**config.mk**
```make
export PLATFORM = sky130hd
export DESIGN_NAME = hit_judge
export DESIGN_NICKNAME = d
export VERILOG_FILES = /design/src/rtl/hit_judge.sv
export SDC_FILE = /design/constraint.sdc
export NUM_CORES = 1
export LEC_CHECK = 0
export ABC_AREA = 1
export CAP_MARGIN = 20
export CORE_MARGIN = 2
export CORE_UTILIZATION = 60
export DETAILED_ROUTE_END_ITERATION = 12
export PLACE_DENSITY = 0.79
export SLEW_MARGIN = 20
export SYNTH_ARGS = -nofsm -noshare
export SYNTH_HDL_FRONTEND = slang
export SYNTH_SLANG_ARGS = --single-unit
```
**constraint.sdc**
```tcl
create_clock -name clk -period 1.8 [get_ports clk]
set_clock_uncertainty 0.1 [all_clocks]
set_input_delay 0.36 -clock clk [delete_from_list [all_inputs] [get_ports clk]]
set_output_delay 0.36 -clock clk [all_outputs]
set_load 0.01 [all_outputs]
```
**src/rtl/hit_judge.sv**
```systemverilog
// rtl/hit_judge.sv - debounced button press judge producing hit/miss pulses
module hit_judge #(
   parameter int NUM_HOLES       = 4,
   parameter int DEBOUNCE_CYCLES = 50000,
   parameter int DB_WIDTH        = 16
) (
   input  logic                 clk,
   input  logic                 rst_n,
   input  logic                 enable,
   input  logic [NUM_HOLES-1:0] btn_raw,
   input  logic [NUM_HOLES-1:0] mole_onehot,
   input  logic                 mole_new,
   output logic                 hit_pulse,
   output logic                 miss_pulse,
   output logic [NUM_HOLES-1:0] btn_level
);

   // Judge states: no mole, mole waiting for a whack, mole already scored.
   localparam logic [1:0] IDLE  = 2'd0;
   localparam logic [1:0] ARMED = 2'd1;
   localparam logic [1:0] SPENT = 2'd2;

   // Counter value at which the next differing cycle is the accepting one.
   localparam logic [DB_WIDTH-1:0] DB_LAST = DB_WIDTH'(DEBOUNCE_CYCLES - 1);

   logic [NUM_HOLES-1:0] sync_q1;
   logic [NUM_HOLES-1:0] sync_q2;
   logic [NUM_HOLES-1:0] level_q;
   logic [NUM_HOLES-1:0] level_d;
   logic [DB_WIDTH-1:0]  db_cnt [NUM_HOLES];
   logic [NUM_HOLES-1:0] press;
   logic                 press_any;
   logic                 press_match;
   logic                 mole_none;
   logic [1:0]           state;
   logic [1:0]           state_nxt;
   logic                 hit_nxt;
   logic                 miss_nxt;

   // Two-flop synchroniser for every raw button.
   always_ff @(posedge clk or negedge rst_n) begin
      if (!rst_n) begin
         sync_q1 <= '0;
         sync_q2 <= '0;
      end else begin
         sync_q1 <= btn_raw;
         sync_q2 <= sync_q1;
      end
   end

   // Per-button debouncer: level follows the input only after a full run of differing cycles.
   always_ff @(posedge clk or negedge rst_n) begin
      if (!rst_n) begin
         level_q <= '0;
         for (int i = 0; i < NUM_HOLES; i++) begin
            db_cnt[i] <= '0;
         end
      end else begin
         for (int i = 0; i < NUM_HOLES; i++) begin
            if (sync_q2[i] == level_q[i]) begin
               db_cnt[i] <= '0;
            end else if (db_cnt[i] == DB_LAST) begin
               db_cnt[i]  <= '0;
               level_q[i] <= sync_q2[i];
            end else begin
               db_cnt[i] <= db_cnt[i] + 1'b1;
            end
         end
      end
   end

   // Delayed copy of the debounced levels for rising-edge detection.
   always_ff @(posedge clk or negedge rst_n) begin
      if (!rst_n) begin
         level_d <= '0;
      end else begin
         level_d <= level_q;
      end
   end

   assign press       = level_q & ~level_d;
   assign press_any   = |press;
   assign press_match = |(press & mole_onehot);
   assign mole_none   = (mole_onehot == '0);
   assign btn_level   = level_q;

   // Next-state and pulse decision; a new mole overrides the current state and is judged at once.
   always_comb begin
      state_nxt = state;
      hit_nxt   = 1'b0;
      miss_nxt  = 1'b0;
      if (!enable) begin
         state_nxt = IDLE;
      end else if (mole_new) begin
         if (press_match) begin
            hit_nxt   = 1'b1;
            state_nxt = SPENT;
         end else begin
            miss_nxt  = press_any;
            state_nxt = ARMED;
         end
      end else begin
         case (state)
            IDLE: begin
               miss_nxt = press_any;
            end
            ARMED: begin
               if (mole_none) begin
                  state_nxt = IDLE;
                  miss_nxt  = press_any;
               end else if (press_match) begin
                  hit_nxt   = 1'b1;
                  state_nxt = SPENT;
               end else begin
                  miss_nxt = press_any;
               end
            end
            SPENT: begin
               if (mole_none) begin
                  state_nxt = IDLE;
                  miss_nxt  = press_any;
               end
            end
            default: begin
               state_nxt = IDLE;
            end
         endcase
      end
   end

   // State and registered output pulses.
   always_ff @(posedge clk or negedge rst_n) begin
      if (!rst_n) begin
         state      <= IDLE;
         hit_pulse  <= 1'b0;
         miss_pulse <= 1'b0;
      end else begin
         state      <= state_nxt;
         hit_pulse  <= hit_nxt;
         miss_pulse <= miss_nxt;
      end
   end

endmodule

```
Word-level counts from Yosys, hierarchy flattened
Index checks and enable logic that the tools add are counted.
- register bits: 84
- bits of input ports: 12
- output and inout port bits: 6
- logic and storage cells: 73
- add/sub/neg operators: 4
- eq/ne operators: 13
- mux-type cells: 26
- bitwise gates (word level): 7
- reductions and logical operators: 9
- operators with widths (operator ; count):
    16-bit 2-to-1 mux ; 8
    16-bit by 1-bit adder with 16-bit output (second input constant) ; 4
    16-bit equality test (second input constant) ; 4
    2-bit 2-to-1 mux ; 6
    1-bit 2-to-1 mux ; 10
    4-bit bitwise AND ; 2
    2-bit AND reduction ; 4
    4-bit OR reduction ; 2
    2-bit one-hot mux with 3 select lines ; 1
    5-bit != test (second input constant) ; 1
    1-bit equality test ; 4
    4-bit logical NOT ; 1
    4-bit != test (second input constant) ; 1
    1-bit NOT ; 4
    4-bit NOT ; 1
    3-bit != test (second input constant) ; 1
    1-bit one-hot mux with 3 select lines ; 1
    3-bit AND reduction ; 1
    2-bit by 1-bit equality test with 1-bit output (second input constant) ; 1
    2-bit equality test (second input constant) ; 1
    2-bit logical NOT ; 1

Logic depth before layout (Yosys ltp)
Gate-level depths: netlist of the first run.
- word-level depth: 9
- depth in mapped cells: 9
- gate-level depth less buffers: 9

Least setup slack after synthesis of the first run
OpenSTA, ideal clock, no wires.
- path type: register to register
- start: register db_cnt[0] (netlist name)
- end: register db_cnt[14] (netlist name)
- library setup time: 0.125 ns
- arrival: 1.142 ns
- required time: 1.575 ns
- path slack: 0.432 ns
- stages on the path, launching flop included: 7
- buffers on the path: 0
- period minus slack after synthesis: 1.368 ns
- path through: dfrtp_1 -> ha_1 -> nand3_2 -> nor2_1 -> nand2_1 -> nand2_1 -> a21oi_1
- cells in the longest elaborated chain, start to end: 3
- elaborated cells between the ends (all ways): 4
- classes of those cells: add/sub: 1; eq/ne: 1; mux: 2
- RTL lines (what ; RTL line ; source):
    start, declared ; 30 ; logic [DB_WIDTH-1:0] db_cnt [NUM_HOLES];
    start signal, assigned by index ; 66 ; db_cnt[i] <= db_cnt[i] + 1'b1;
    16-bit by 1-bit adder with 16-bit output or 16-bit equality test (tied branches) ; 66, 62 ;
    16-bit 2-to-1 mux * ; 62 ; end else if (db_cnt[i] == DB_LAST) begin
    16-bit 2-to-1 mux * ; 60 ; if (sync_q2[i] == level_q[i]) begin
Every way passes the cells marked *; elsewhere a longest branch is shown, timed or not.
A chain may end at the register's enable or synchronous reset.

Worst setup path in the final report of the first run
- start: register level_q[1], in the netlist btn_level[1]
- end: output port btn_level[1]
- RTL lines (what ; RTL line ; source):
    start, declared ; 28 ; logic [NUM_HOLES-1:0] level_q;
    start signal, assigned by index ; 64 ; level_q[i] <= sync_q2[i];
    end, declared ; 15 ; output logic [NUM_HOLES-1:0] btn_level
No word-level cell between the ends.

==> results.txt, run 1 <==
Using the TritonRoute via totals, the vias-per-cell ratio works out to 5.146. Initial antenna violation count: 0. Synthesis produced a netlist with a net count of 576. The worst setup path is launched from a flop. The worst setup path is captured at a primary output.

The predominant post-synthesis flop cell was dfrtp_1. The flow ran to the end, and the final reports show no timing, DRC or antenna violations. Ranked by total cell area, the synthesized netlist is headed by dfrtp_1 48%, nand2_1 12%, nor2_1 11%.

In this run the tool buffered the top-level ports with 17 buffer cells. For this run, the slowest stage of the critical path takes 540 ps. The run gives 701 as the final instance count without filler cells.

First-pass GRT wire length: 14740 um. After detailed routing, the total wire length is 8545 um. The number of synthesized flops with an enable pin was 0. The CTS clock-pin slew for the worst setup and hold paths works out to 90 ps.

Synthesis inferred 84 register bits. TritonCTS built the clock tree. The y dimension of the die works out to 89.08 um. The number of nets in the layout was 613; the netlist area before placement was 0.004343 mm^2. The number of placed instances, taps included was 681; the fraction of registers with async set/reset was 100.0%. Timing would allow up to 573.0 MHz. The portion of synthesized area spent on multiplexers is 0%.

The run gives 0 as the number of maximum-capacitance constraint violations. Entering global routing, the biggest net connects 35 pins. The number of core rows was 31. In this run the worst hold path is classified as reg -> reg. For the final count of pins violating max slew, the log shows 0.

After synthesis, the most frequently instantiated cells are 136 x nand2_1, 127 x nor2_1, 84 x dfrtp_1. The combinational family with the most area after synthesis is simple AND/OR/NAND/NOR gates. The slowest stage of the critical path is the clkdlybuf4s50_1 cell. The post-route fraction of the period consumed by the critical path was 96.96%; the arrival time at the worst endpoint was 1290 ps.

No sink is reached through more buffers than the 2 on the longest clock path. The most critical setup path has its endpoint at btn_level[1]. The tools report the total negative slack as 0 ps. In this run, the number of DRC markers left after iteration 0 of detailed routing was 201.

Tracing the worst setup path back leads to its startpoint at btn_level[1]. The tools report the initial standard-cell utilization of the core as 60.85%. Across the VDD grid, the largest voltage drop is 0.0005044 V. The die covers 0.007934 mm^2. The first detailed-routing pass ran for 4 iterations.

The ratio of total power to cell area was 709.6 mW/mm^2. The number of antenna diodes in the final layout is 0. Setup slack on the worst reg-to-reg path comes out at 200 ps.

Summing the areas of all fa, ha and maj instances in the mapped netlist gives 1.152% of the synthesized area. Number of nets with antenna violations after detailed routing: 0. The setup-violating endpoint count in the final report is 0, and the average cell area after synthesis is 7.755 um^2. Global routing used 30.79% of the available met1 tracks.

The critical path buffer and inverter count is 1, and the x dimension of the die is 89.08 um. The number of clock sinks is 84, and the placeable core region is 0.007137 mm^2. The analysis attributes to cell leakage a power of 2.138 nW. The gate count after technology mapping was 560; the minimum clock period was 1745 ps.

The compound-gate portion of the synthesized area works out to 4.062%. In this run the critical register-to-register path is launched from db_cnt[0]. Of all nets on the critical path, the largest fanout is 2. The number of buffers added by the clock tree synthesis step was 9. The tools report the clock root buffer as clkbuf_8.

Of all cell types, the one taking the most synthesized area is dfrtp_1. The final route contains 3607 vias. The count of final hold-check violations came out at 0. 18 I/O pins were placed. At the pin with the least slew margin, the transition time is 445.2 ps. The run gives 23.95% as the total global-route track usage.

The leftover overflow at the end of global routing was 0. Met3 track demand over resource: 6.187%. The wire length per cell after detailed routing works out to 12.19 um. The number of different library cells used by synthesis comes to 32. The number of cells traversed by the worst register-to-register path is 6. The fraction of layout instances using a drive strength above 1 works out to 9.302%.

Setup repair after global routing left no endpoint under its margin. The logic depth of the worst setup path including buffers was 1. The run gives 6312 um as the placed wire-length estimate after detailed placement.

nand2_1 is the most common cell in the netlist. For this run, the register share of the synthesized area comes to 48.40%. The synthesized netlist devotes 35.81% of its cell area to simple gates.

The met2 track demand over resource was 40.43%; the later-pin clock latency in the skew report was 370 ps. The H-tree generated during clock tree synthesis spans 3 levels. The fill cell instance count of the final layout was 585.

The tools report the via count of the first global-routing pass as 3369. The kind of cell with the highest combined delay along the critical path is buffers and inverters. From synthesis to final layout, the design area changed by 13.31%. In this run the tightest slew margin relative to its limit is 70.32%. The setup path with the least slack is of type reg -> out.

The area fraction of the dominant cell type after synthesis works out to 48.40%. During synthesis, Yosys emitted a total of 0 warnings. After global routing, the most crowded layer is met2. Walking the worst path, the cells encountered are clkdlybuf4s50_1. At the end of routability-driven placement, the weighted congestion stood at 0.8789.

For this run, design rule violations remaining after detail routing come to 0. The design draws 3.492 mW. The worst register-to-register path ends at db_cnt[14]. The required time at the endpoint of the critical path is 1340 ps.

After Yosys synthesis, XOR and XNOR cells account for 5.186% of the synthesized area.
-- area by class of cell --
cell class	count	area, um^2	share of cell area [%]
Sequential cell	84	2106	42.79
Multi-Input combinational cell	414	2007	40.78
Timing Repair Buffer	27	257.7	5.238
Inverter	61	229.0	4.653
Clock buffer	9	123.9	2.517
Tap cell	99	123.9	2.517
Clock inverter	7	73.82	1.500
-- sequential cells by signal, summed over array words and instances (netlist names) --
register / cells
level_d: 4
miss_pulse: 1
state: 2
sync_q1: 4
hit_pulse: 1
db_cnt: 64
sync_q2: 4
btn_level: 4
-- stage by stage --
stage          utilization, %  hold WS, ps  setup WS (ps)  area, um^2
3_5_place_dp            65.67        234.7          130.5        4687
5_1_grt                 68.95        262.8          3.496        4921
2_1_floorplan               -       -35.59          432.5        4343
4_1_cts                 68.95        255.5          41.01        4921
3_3_place_gp            65.67        232.8          230.7        4687
6_report                68.95        254.9          54.65        4921
-- metal layers --
metal  share of wire [%]  wire length, um
met1                  45             3877
met2                  49             4173
met3                 3.9              331
met4                 1.9              163
met5                   0                0
-- logic make-up after synthesis --
| family | after synthesis |
|---|---|
| simple gates | 356 |
| flops | 84 |
| buf+inv | 62 |
| compound gates | 30 |
| xor+xnor | 24 |
| fa+ha+maj | 4 |
-- layout by cell type (no fill, tap or decap), types with 2 or more instances in the layout --
master           instances
nor2_4                   4
o21ai_0                  5
clkbuf_8                 9
nand2_2                  3
nor3b_1                  3
xnor2_1                  4
xor2_1                  18
nor2_1                 127
buf_4                    9
dfrtp_2                  3
inv_2                    2
o21ai_1                  3
nand3b_1                 2
nor3_2                   2
o21bai_1                 5
and2_1                   2
inv_6                    2
nor2_2                   8
nand4_1                 11
clkdlybuf4s50_1         16
inv_1                   59
ha_1                     4
nor3_1                  15
nand3_1                 38
a21oi_2                  3
nand2_1                136
clkinv_2                 2
a21oi_1                 13
dfrtp_1                 81
-- power by group --
group / internal (mW) / total (mW) / switching [mW]
clock: 0.648 / 1.38 / 0.729
combinational: 0.0650 / 0.174 / 0.109
sequential: 1.92 / 1.94 / 0.0237
total: 2.63 / 3.49 / 0.862
-- how the worst min path moves through the flow --
stage | to | slack, ps | depth (start not counted) | startpoint
after detailed placement | sync_q2[1] | 230 | 0 | sync_q1[1]
after global routing | sync_q2[1] | 260 | 0 | sync_q1[1]
final | sync_q2[1] | 250 | 0 | sync_q1[1]
after global placement | sync_q2[1] | 230 | 0 | sync_q1[1]
after CTS | sync_q2[1] | 260 | 0 | sync_q1[1]
after floorplan | btn_level[0] | -40 | 0 | rst_n
-- repair_timing --
action | CTS | global route
endpoints found under the hold margin | 30 | 0
setup endpoints to repair | 3 | 0
resized for setup | 3 | 0
hold buffers | 1 | 0
setup buffers | 3 | 0
(Power assumes the default switching activity.)
==> run 2, diff against run 1 <==
--- a/config.mk
+++ b/config.mk
@@ -11,6 +11,7 @@
 export CORE_UTILIZATION = 60
 export DETAILED_ROUTE_END_ITERATION = 12
 export PLACE_DENSITY = 0.79
+export SETUP_SLACK_MARGIN = 0.4
 export SLEW_MARGIN = 20
 export SYNTH_ARGS = -nofsm -noshare
 export SYNTH_HDL_FRONTEND = slang
==> constraint.sdc (replaced) <==
create_clock -name clk -period 2 [get_ports clk]
set_clock_uncertainty 0.1 [all_clocks]
set_input_delay 0.4 -clock clk [delete_from_list [all_inputs] [get_ports clk]]
set_output_delay 0.4 -clock clk [all_outputs]
set_load 0.01 [all_outputs]
==> results.txt, run 2 (synthesized netlist as in run 1, its figures left out) <==
The run finished with clean final reports. The final count of pins violating max slew was 0 (unchanged). In the finished design, the share of the clock period the worst path needs comes to 76.81%. The placeable core region was 0.007137 mm^2 (unchanged).

The critical path buffer and inverter count is 1 (unchanged), and the number of clock sinks is 84 (unchanged). The x dimension of the die is 89.08 um (unchanged). Total wirelength of the detailed-routed design: 8427 um (-1.4%). In this design, the largest share of critical-path delay is due to flip-flops. The placed wire-length estimate after detailed placement was 6275 um (-0.58%); the area growth from synthesis to final layout was 13.11%.

Flip-flop count of the largest register after layout: 64 (unchanged). Global placement routability congestion: 0.9006 (+2.5%). Ratio of total power to cell area: 597.9 mW/mm^2 (-16%). Via count of the first global-routing pass: 3302 (-2.0%). The arrival time at the worst endpoint came out at 1040 ps (-250 ps). The tools report the leftover overflow at the end of global routing as 0 (unchanged). The path class of the tightest hold or removal check is reg -> reg. The tools report the largest voltage drop on the vdd net as 0.0004800 V (-4.8%). The setup path with the least slack is of type reg -> out. The number of buffers on the longest clock path was 2 (unchanged); the maximum fanout count along the critical path was 2 (unchanged).

The number of nets in the layout was 611 (-0.33%). The run gives 0 ps (unchanged) as the total negative slack. Stage delay of the slowest cell on the critical path: 400 ps (-140 ps). Most common cell after layout, fill and taps aside: nand2_1.

The tree is rooted in a clkbuf_8. The logs give 14230 um (-3.5%) for the first-pass GRT wire length and 5 (+1) for the number of optimization iterations in the first detailed-route pass. The transition at the pin with the smallest max-transition slack works out to 391.6 ps (-53.53 ps). Leakage power: 2.154 nW (+0.77%). The category of the worst setup path launch point is a flop.

Initial antenna violation count: 0 (unchanged). The library cell contributing the largest single delay on the critical path is dfrtp_1. TritonCTS built the clock tree. The total DRC errors in the routed layout was 0 (unchanged). The tools report the total die area as 0.007934 mm^2 (unchanged). For the fmax, the log shows 651.0 MHz. The worst setup path is captured at a primary output. The run gives 73.69% (+3.4 points) as the relative slew slack. The total global-route track usage was 23.26% (-0.69 points); the count of inserted antenna diode cells was 0 (unchanged). The maximum number of pins on one net before global-route repair came out at 38 (+8.6%).

The y dimension of the die is 89.08 um (unchanged). The tools report the top-level I/O count as 18 (unchanged). The run gives 3559 (-1.3%) as the total number of vias. The final standard cell area without fillers was 0.004912 mm^2 (-0.18%). The DRC violation total after the first TritonRoute iteration came out at 254 (+26%). In the layout the commonest cells are 135 x nand2_1, 124 x nor2_1, 81 x dfrtp_1, 59 x inv_1, 38 x nand3_1.

The maximum level of the CTS H-tree was 3 (unchanged); the minimum clock period was 1536 ps. The register with the highest flop count was db_cnt. The wire length per cell after detailed routing was 12.07 um (-0.96%); the number of nets with antenna violations after detailed routing was 0 (unchanged). Setup repair after global routing could not meet its margin everywhere. The number of port buffers works out to 17 (unchanged).

The logs give 1500 ps (+160 ps) for the required time at the endpoint of the critical path and 0.004664 mm^2 (-0.48%) for the area of placed instances. The initial standard-cell utilization of the core is 60.85% (unchanged). The later-pin clock latency in the skew report came out at 350 ps (-20 ps).

The critical path goes through dlygate4sd2_1. The via density per instance was 5.099 (-0.91%). The number of maximum-capacitance constraint violations is 0 (unchanged), and the number of buffers added by the clock tree synthesis step is 9 (unchanged). The setup-violating endpoint count in the final report is 0 (unchanged). The logs give 31 (unchanged) for the number of core rows and 0 (unchanged) for the count of final hold-check violations. The CTS clock-pin slew for the worst setup and hold paths was 80 ps (about the same). The fraction of layout instances using a drive strength above 1 is 9.516% (+0.21 points).
==> run 2: cell types whose count changed in the layout (fill, tap and decap cells not counted), moves of 2 or more <==
cell and delta:
inv_6 -2, nor2_1 -3, dlygate4sd2_1 +5, clkbuf_1 +2
buf_4 -2, clkdlybuf4s50_1 -6, nor2_4 +2
==> run 2: timing repair <==
| action | in CTS | in global routing |
|---|---|---|
| hold endpoints to repair | 21 | 0 |
| endpoints found under the setup margin | 6 | 28 |
| cloned | 0 | 0 |
| setup buffers | 4 | 0 |
| gates resized for setup | 8 | 11 |
| hold buffers | 1 | 0 |
==> run 2: per-stage QoR <==
| stage | hold slack [ps] | setup slack (ps) | util, % | total power, mW | instances |
|---|---|---|---|---|---|
| floorplan | 4.409 | 632.5 | - | 1.847 | 560 |
| global placement | 223.3 | 391.0 | 65.36 | 1.930 | 678 |
| detailed placement | 225.5 | 345.5 | 65.36 | 1.936 | 678 |
| CTS | 253.9 | 247.6 | 68.11 | 2.968 | 698 |
| global route | 251.0 | 389.8 | 68.83 | 3.067 | 698 |
| finish | 250.1 | 463.8 | 68.83 | 2.937 | 698 |
==> run 2: area by class of cell <==
cell class | count | area [um^2]
fill | 603 | 2225
sequential | 84 | 2106
multi-input combinational | 414 | 2056
timing repair buffer | 25 | 239.0
inverter | 61 | 229.0
clock buffer | 11 | 131.4
tap | 99 | 123.9
clock inverter | 4 | 27.53
==> run 2: metal layers <==
layer,part of all wire [%],vias up,global-route usage [%]
met5,0,-,0
met4,1.9,0,10.58
met3,3.5,15,3.509
met2,48,78,37.58
met1,46,1639,31.28
li1,-,1827,-
==> run 2: path summary, 6_finish.rpt <==
path / startpoint / end / slack [ps] / cells after the start
max reg2reg: db_cnt[32] / db_cnt[44] / 490 / 8
min reg2reg: sync_q1[0] / sync_q2[0] / 250 / 0
min in group asynchronous: rst_n / db_cnt[40] / 390 / 2
max in group asynchronous: rst_n / btn_level[1] / 920 / 3
min: sync_q1[0] / sync_q2[0] / 250 / 0
max: btn_level[1] / btn_level[1] / 460 / 1
==> run 2: report_power, final <==
| part | switching (mW) | internal (mW) |
|---|---|---|
| registers | 0.0228 | 1.73 |
| logic | 0.0981 | 0.0588 |
| clock network | 0.587 | 0.445 |
==> run 3, diff against run 2 <==
==> constraint.sdc (replaced) <==
create_clock -name clk -period 1.6 [get_ports clk]
set_clock_uncertainty 0.1 [all_clocks]
set_input_delay 0.32 -clock clk [delete_from_list [all_inputs] [get_ports clk]]
set_output_delay 0.32 -clock clk [all_outputs]
set_load 0.01 [all_outputs]
==> results.txt, run 3 (synthesized netlist as in run 1, its figures left out) <==
The flip-flop count of the largest register after layout works out to 64 (unchanged). The logs give 89.69% (+21 points) for the utilization after layout and 1750 ps (+710 ps) for the arrival time at the worst endpoint. The met1 track demand over resource is 37.41% (+6.1 points), and the number of clock sinks is 84 (unchanged).

The logs give 0 (unchanged) for the initial antenna violation count and 0.007137 mm^2 (unchanged) for the placeable core region. The number of nets in the layout came out at 681 (+11%). The run gives 9 (unchanged) as the number of buffers added by the clock tree synthesis step. db_cnt holds more flip-flops than any other register. TritonCTS built the clock tree.

Of the available clock period, the critical path in the final layout requires 98.82%. The top-level I/O count was 18 (unchanged). The final instance count without filler cells came out at 769 (+10%). The total die area was 0.007934 mm^2 (unchanged). The clock root buffer was clkbuf_8.

The critical path buffer and inverter count was 1 (unchanged). The logs give 15730 um (+87%) for the total wirelength of the detailed-routed design and 0 (unchanged) for the count of inserted antenna diode cells. Leaving out fill and tap cells, the most frequent cells in the layout are 101 x nand2_1, 84 x nor2_1, 68 x dfrtp_1, 51 x inv_1, 48 x buf_4. For the final worst setup slack, the log shows 18.87 ps (-444.9 ps). Type of the worst setup path: reg -> reg. The number of placed instances, taps included was 681 (+0.44%). The largest voltage drop on the vdd net was 0.0005238 V (+9.1%). The most common cell after layout, fill and taps aside is nand2_1.

The number of instances on the worst hold path works out to 0 (unchanged). Number of port buffers: 17 (unchanged). The fmax is 632.5 MHz, and the via density per instance is 6.109 (+20%). The run gives 0 (unchanged) as the final count of pins violating max slew. The fraction of layout instances using a drive strength above 1 is 40.45% (+31 points), and the maximum number of pins on one net before global-route repair is 28 (-26%). The most numerous cell type found on the critical path is nand2_1. The tools report the setup-violating endpoint count in the final report as 0 (unchanged). The flow ran to the end, and the final reports show no timing, DRC or antenna violations.

On the critical path the largest part of the delay comes from simple AND/OR/NAND/NOR gates. The logic depth of the worst setup path including buffers was 8 (+7). The total global-route track usage is 30.20% (+6.9 points), and the leftover overflow at the end of global routing is 0 (unchanged). The met2 track demand over resource was 52.31% (+15 points); the number of nets with antenna violations after detailed routing was 0 (unchanged). The fill cell instance count of the final layout was 299 (-50%); the worst slack after detailed placement was -32.15 ps (-377.7 ps).

The critical path goes through inv_1, nand2_1, nor2_2, nand2_1, nor2_4, nor2_2, nand2_1, nor2_1. The met3 track demand over resource came out at 4.247% (+0.74 points). For the count of final hold-check violations, the log shows 0 (unchanged). In this run the most used layer during global routing was met2.

The reg-to-reg setup timing slack came out at 20 ps (-470 ps). The relative slew slack is 67.66% (-6.0 points). The x dimension of the die is 89.08 um (unchanged), and the via count of the first global-routing pass is 3937 (+19%). DRC violation total after the first TritonRoute iteration: 472 (+86%).

The slowest stage of the critical path is the dfrtp_1 cell. The tools report the number of buffers on the longest clock path as 2 (unchanged). The later-pin clock latency in the skew report came out at 380 ps (+30 ps).

The tools report the endpoint class of the critical path as a flop. Setup repair after global routing could not meet its margin everywhere. The run gives 6398 um (+2.0%) as the placed wire-length estimate after detailed placement.

The first-pass GRT wire length is 18200 um (+28%), and the stage delay of the slowest cell on the critical path is 450 ps (+50 ps). The number of cells traversed by the worst register-to-register path was 8 (unchanged); the number of maximum-capacitance constraint violations was 0 (unchanged). Minimum clock period: 1581 ps.

STA classifies the critical path startpoint as a flop. Total number of vias: 4698 (+32%). The maximum fanout count along the critical path works out to 4 (+2). The transition at the pin with the smallest max-transition slack works out to 480.7 ps (+89.07 ps). The run gives 4.328 mW (+47%) as the total design power. The wire length per cell after detailed routing was 20.45 um (+69%); the worst-case hold slack was 258.2 ps (+8.101 ps). The leakage power is 2.716 nW (+26%), and the required time at the endpoint of the critical path is 1770 ps (+270 ps). The maximum level of the CTS H-tree is 3 (unchanged).

The global placement routability congestion was 0.9348 (+3.8%). For the initial standard-cell utilization of the core, the log shows 60.85% (unchanged). Path category of the worst min-delay check: reg -> reg. The y dimension of the die is 89.08 um (unchanged). Ratio of total power to cell area: 676.1 mW/mm^2 (+13%).

The number of optimization iterations in the first detailed-route pass is 5 (unchanged), and the total DRC errors in the routed layout is 0 (unchanged). The number of core rows is 31 (unchanged). From synthesis to final layout, the design area changed by 47.39%.

The CTS clock-pin slew for the worst setup and hold paths came out at 100 ps (+20 ps).
## run 3: cell count changes in the layout (fill, tap and decap cells not counted), moves of 8 or more
cell and delta:
nor2_2 +15, inv_1 -8, nand2_2 +22, nand3_1 -18, nand3_2 +11, dfrtp_1 -13
buf_6 +29, nand2_4 +11, nor2_1 -40, dfrtp_2 +13, nor2_4 +25, buf_4 +41
nand2_1 -34
## run 3: what timing repair did
item | CTS | global route
gates cloned | 0 | 0
buffers inserted | 42 | 29
hold buffers | 1 | 0
hold endpoints to repair | 24 | 0
pin swaps | 53 | 58
setup endpoints to repair | 75 | 78
gates resized for setup | 129 | 105
## run 3: path summary, 6_finish.rpt
kind	from	endpoint
hold reg to reg	sync_q1[3]	sync_q2[3]
setup reg to reg	db_cnt[55]	db_cnt[63]
hold / removal	sync_q1[3]	sync_q2[3]
setup / recovery	db_cnt[55]	db_cnt[63]
max in group asynchronous	rst_n	db_cnt[5]
min in group asynchronous	rst_n	db_cnt[57]
## run 3: area by class of cell
cell class | count | area, um^2 | area share, %
multi-input combinational | 414 | 2803 | 43.78
sequential | 84 | 2122 | 33.15
timing repair buffer | 95 | 892.1 | 13.94
inverter | 61 | 244.0 | 3.812
clock buffer | 10 | 127.6 | 1.994
tap | 99 | 123.9 | 1.935
clock inverter | 6 | 88.84 | 1.388
## run 3: per-layer routing
layer | up-vias | part of all wire [%]
met5 | - | 0
met4 | 0 | 6.7
met3 | 121 | 9.2
met2 | 365 | 49
met1 | 2230 | 35
li1 | 1982 | -
## run 3: report_power, final
part	internal (mW)	switching, mW
registers	2.16	0.0499
logic	0.169	0.216
clock network	0.880	0.856
total	3.21	1.12
## run 3: stage by stage
| step | TNS [ps] | area (um^2) |
|---|---|---|
| 3_3_place_gp | 0 | 4853 |
| 5_1_grt | -3.964 | 6401 |
| 6_report | 0 | 6401 |
| 4_1_cts | 0 | 5801 |
| 2_1_floorplan | 0 | 4497 |
| 3_5_place_dp | -32.15 | 4853 |
